**config.mk**
```make
export PLATFORM = sky130hd
export DESIGN_NAME = note_player
export DESIGN_NICKNAME = d
export VERILOG_FILES = /design/src/rtl/note_player.sv
export SDC_FILE = /design/constraint.sdc
export NUM_CORES = 1
export LEC_CHECK = 0
export CORE_ASPECT_RATIO = 0.75
export CORE_MARGIN = 8
export CORE_UTILIZATION = 45
export CTS_CLUSTER_DIAMETER = 60
export DETAILED_ROUTE_END_ITERATION = 8
export GPL_ROUTABILITY_DRIVEN = 0
export PLACE_DENSITY = 0.72
export SKIP_CTS_REPAIR_TIMING = 1
export SYNTH_ARGS = -nofsm -noshare
export SYNTH_HDL_FRONTEND = slang
export SYNTH_SLANG_ARGS = --single-unit
```
**constraint.sdc**
```tcl
create_clock -name clk -period 1.8 [get_ports clk]
set_clock_uncertainty 0.1 [all_clocks]
set_input_delay 0.36 -clock clk [delete_from_list [all_inputs] [get_ports clk]]
set_output_delay 0.36 -clock clk [all_outputs]
set_load 0.01 [all_outputs]
```
**src/rtl/note_player.sv**
```systemverilog
// note_player: takes one note from the song controller, looks up its phase
// step for the sine reader, gates the codec sample tick into
// generate_next_sample while the note sounds, and counts beats down to a
// single-cycle note_done pulse.
module note_player #(
  parameter int DUR_W  = 6,
  parameter int STEP_W = 20
) (
  input  logic              clk,
  input  logic              reset,
  input  logic              play_enable,
  input  logic              load_new_note,
  input  logic [5:0]        note_to_load,
  input  logic [DUR_W-1:0]  duration_to_load,
  input  logic              beat,
  input  logic              sample_tick,
  output logic              generate_next_sample,
  output logic [STEP_W-1:0] step_size,
  output logic              note_done,
  output logic              busy
);

  // Phase step per piano key: round(f * 2^20 / 48000), 10.10 fixed point.
  // Entry 0 is the rest, which keeps the sine reader parked at one phase.
  localparam logic [STEP_W-1:0] STEP_ROM [64] = '{
    20'd0,
    20'd601,   20'd636,   20'd674,   20'd714,   20'd757,   20'd802,
    20'd850,   20'd900,   20'd954,   20'd1010,  20'd1070,  20'd1134,
    20'd1201,  20'd1273,  20'd1349,  20'd1429,  20'd1514,  20'd1604,
    20'd1699,  20'd1800,  20'd1907,  20'd2021,  20'd2141,  20'd2268,
    20'd2403,  20'd2546,  20'd2697,  20'd2858,  20'd3028,  20'd3208,
    20'd3398,  20'd3600,  20'd3815,  20'd4041,  20'd4282,  20'd4536,
    20'd4806,  20'd5092,  20'd5395,  20'd5715,  20'd6055,  20'd6415,
    20'd6797,  20'd7201,  20'd7629,  20'd8083,  20'd8563,  20'd9072,
    20'd9612,  20'd10184, 20'd10789, 20'd11431, 20'd12110, 20'd12830,
    20'd13593, 20'd14402, 20'd15258, 20'd16165, 20'd17127, 20'd18145,
    20'd19224, 20'd20367, 20'd21578
  };

  typedef enum logic {IDLE, PLAYING} state_t;

  state_t           state;
  logic [DUR_W-1:0] remaining;

  // Note sequencing: load in IDLE, count qualified beats in PLAYING, and
  // register every output so the sine reader sees clean strobes.
  always_ff @(posedge clk or negedge reset) begin
    if (!reset) begin
      state                <= IDLE;
      remaining            <= '0;
      step_size            <= '0;
      generate_next_sample <= 1'b0;
      note_done            <= 1'b0;
      busy                 <= 1'b0;
    end else begin
      note_done <= 1'b0;
      case (state)
        IDLE: begin
          generate_next_sample <= 1'b0;
          // A beat coinciding with the load is deliberately not counted.
          if (load_new_note) begin
            if (duration_to_load == '0) begin
              note_done <= 1'b1;
            end else begin
              state     <= PLAYING;
              remaining <= duration_to_load;
              step_size <= STEP_ROM[note_to_load];
              busy      <= 1'b1;
            end
          end
        end
        PLAYING: begin
          // Loads are ignored here; the current note runs to completion.
          generate_next_sample <= sample_tick & play_enable;
          if (beat && play_enable && remaining != '0) begin
            if (remaining == DUR_W'(1)) begin
              state                <= IDLE;
              remaining            <= '0;
              step_size            <= '0;
              generate_next_sample <= 1'b0;
              note_done            <= 1'b1;
              busy                 <= 1'b0;
            end else begin
              remaining <= remaining - DUR_W'(1);
            end
          end
        end
        default: begin
          state <= IDLE;
        end
      endcase
    end
  end

endmodule

```
==> run_results.csv <==
group,metric,value,unit
layout,antenna_cells,0,
clock_tree,cts-htree-levels,1,
synthesis,ys_async_sr_fraction,100.0,%
synthesis,ys.flop_type,"dfrtp_1",
drt,drt_iter0_markers,476,
floorplan,die_h,81.27,um
pwr,power,3.649,mW
synthesis,synth_edf_count,0,
clock_tree,clockRootBuffer,"clkbuf_8",
drt,drt_wl_total,9968,um
timing,setup_ws,-52.19,ps
clock_tree,clock_sinks,25,
pwr,power_frac_comb,63.2,%
place,place_inst,506,
timing,max_freq,539.9,MHz
drt,firstDrtPassIters,5,
floorplan,die_area,0.008373,sq mm
critical_path,worstPathMaxFanout,3,
layout,fillerInstances,393,
layout,instances_no_fill,522,
global_route,grt_pass1_wl,14830,um
pwr,ir_drop,0.6908,mV
synthesis,synth.yosys.warnings,0,
synthesis,ys_seq_elements,25,
floorplan,rows,23,
synthesis,synth-seq-area-share,24.47,%
worst_hold_path,hold_path_class,"in -> async",
pwr,leakagePower,1.749,nW
clock_tree,clk_path_buf_depth,2,
drt,route.detailed.drc,0,
flow_run,cap_violations,0,
layout,final-seq-area,625.6,sq um
floorplan,die_x,103.0,um
timing,setup_viol,12,
drt,vias,3162,
floorplan,core,0.005410,sq mm
timing,drv_slew,0,
layout,multi_input_area,0.001837,sq mm
synthesis,ys_top_cells_by_count,"nand2_1 (38), o21ai_0 (31), nor2_1 (28), dfrtp_1 (25), a21oi_1 (18)",
pwr,netSwitchingFraction,40.30,%
critical_path,reg2reg_depth,8,
timing,finalCriticalPeriod,1852,ps
place,dp_hpwl,7383,um
run_status,status,"finished, violations left",
layout,nets,477,
drt,ant_nets,0,
timing,final_hold_viol_count,0,
layout,final_core_util,72.87,%
drt,wl_per_cell,19.10,um
timing,period_share,102.9,%
global_route,grt_pass1_vias,2917,
timing,grt_setup_unrepaired,"true",
pwr,clkPwrFrac,9.2,%
synthesis,ys_top_cells_by_area,"dfrtp_1 (24%), o21ai_0 (6.1%), nand2_1 (5.6%), ha_1 (5.4%), o211ai_1 (4.7%)",
critical_path,critPathRequiredTime,1850,ps
synthesis,synth_area_leader_cell,"dfrtp_1",
critical_path,cp_data_arrival_time,1900,ps
pwr,pwr-share-seq,27.6,%
timing,whs,352.2,ps
drt,vias_per_cell,6.057,
run_status,failed_checks,"setup timing",
pwr,p_switching,1.471,mW
floorplan,initial_core_util,47.25,%
critical_path,r2r_setup_slack,-50,ps
clock_tree,cts_buffers,3,
layout,drive_gt1_share,34.00,%
global_route,grt_antenna_before_repair,0,
synthesis,netlist_area,0.002556,sq mm
synthesis,synth.most_common_cell,"nand2_1",
layout,stdcell_area,0.003943,sq mm
clock_tree,path_clk_slew,90,ps
synthesis,synth.distinct_cells,62,
global_route,grt_max_degree,31,
global_route,overflow,0,
synthesis,syn_area_per_cell,7.723,sq um
place,placed_area,0.003664,sq mm
pwr,intPower,2.179,mW
layout,syn2layout_area_growth,54.23,%
place,io_buffers,35,
clock_tree,clkLatencyLatePin,270,ps
critical_path,critical_path_class,"reg -> reg",
clock_tree,cts_tree,"built",
global_route,grt_usage,22.44,%
pwr,power_density,925.6,mW/mm^2
floorplan,ios,41,
critical_path,critPathLaunchType,"flop",
synthesis,syn_inst,331,
critical_path,endpoint_kind,"flop",
synthesis,synth.top_cell.area_share,24.47,%
[layer usage]
metal  GRT usage [%]  wire length [um]  up-vias
met5               0                 0        -
met4           3.165                78        0
li1                -                 -     1470
met1           32.00              4444     1484
met2           33.93              4360      196
met3           5.551              1085       12
[worst paths after layout]
kind / start / to
min in group clk: step_size[10] / step_size[10]
worst max-delay path: remaining[0] / remaining[3]
worst min-delay path: reset / remaining[0]
worst min register to register: step_size[10] / step_size[10]
worst max register to register: remaining[0] / remaining[3]
max in group asynchronous: reset / remaining[5]
[cell type report]
type,instances,share of cell area [%]
Clock inverter,1,0.1269
Clock buffer,3,1.047
Sequential cell,25,15.87
Tap cell,75,2.380
Inverter,15,1.714
Timing Repair Buffer,142,32.28
Multi-Input combinational cell,261,46.59
[metrics by stage]
step | TNS (ps) | setup slack (ps)
after global routing | -890.4 | -121.7
after detailed placement | -11750 | -745.8
after CTS | -5961 | -478.4
after floorplan | -10.14 | -10.14
final | -311.0 | -52.19
after global placement | -11090 | -723.6
[logic make-up (layout without fill, tap and decap cells)]
family	Yosys count	count (layout)	synth area share [%]
multiplexers	10	10	3.916
buffers and inverters	49	161	10.03
AO/OA/AOI/OAI	132	132	37.10
adder cells (fa/ha/maj)	11	11	5.384
flip-flops	25	25	24.47
other	1	5	0.1467
AND/OR/NAND/NOR	103	103	18.94
[registers in the layout (all words and copies together) (netlist names)]
| signal | flops |
|---|---|
| note_done | 1 |
| remaining | 6 |
| step_size | 15 |
| busy | 1 |
| state | 1 |
| generate_next_sample | 1 |
[worst max-delay path, stage by stage, from the launching register on]
cell	delay [ps]
dfrtp_1	380
inv_2	60
ha_4	160
nor3b_4	150
buf_4	140
a21o_1	180
nand4b_1	170
a32oi_1	260
o31ai_1	110
[power groups by stage]
stage	logic (mW)	clock network [mW]	registers, mW
2_1_floorplan	0.895	0	1.06
3_3_place_gp	1.98	0	0.988
3_5_place_dp	2.03	0	0.996
4_1_cts	2.04	0.338	0.985
5_1_grt	2.47	0.365	1.03
6_report	2.31	0.336	1.01
[cell usage in the layout (no fill, tap or decap), types with 4 or more instances in the layout]
| master | synthesis | routed |
|---|---|---|
| o21ai_1 | 1 | 6 |
| inv_1 | 11 | 6 |
| buf_12 | 0 | 6 |
| nor2_1 | 28 | 26 |
| conb_1 | 1 | 5 |
| a221o_1 | 4 | 4 |
| buf_4 | 6 | 92 |
| dlymetal6s2s_1 | 0 | 6 |
| inv_2 | 2 | 4 |
| a31oi_1 | 8 | 8 |
| nand2_1 | 38 | 35 |
| buf_6 | 4 | 7 |
| clkdlybuf4s50_1 | 0 | 26 |
| o211ai_1 | 16 | 16 |
| a211oi_1 | 8 | 6 |
| ha_4 | 0 | 4 |
| o31ai_1 | 4 | 4 |
| a32o_1 | 6 | 6 |
| a211o_1 | 4 | 4 |
| ha_1 | 11 | 6 |
| nor3_1 | 4 | 4 |
| mux2i_1 | 10 | 9 |
| nor2b_1 | 7 | 5 |
| o21ai_0 | 31 | 25 |
| nand3_1 | 10 | 10 |
| a21oi_1 | 18 | 18 |
| dfrtp_1 | 25 | 25 |
Note: power is estimated with default switching activity, not from simulation.
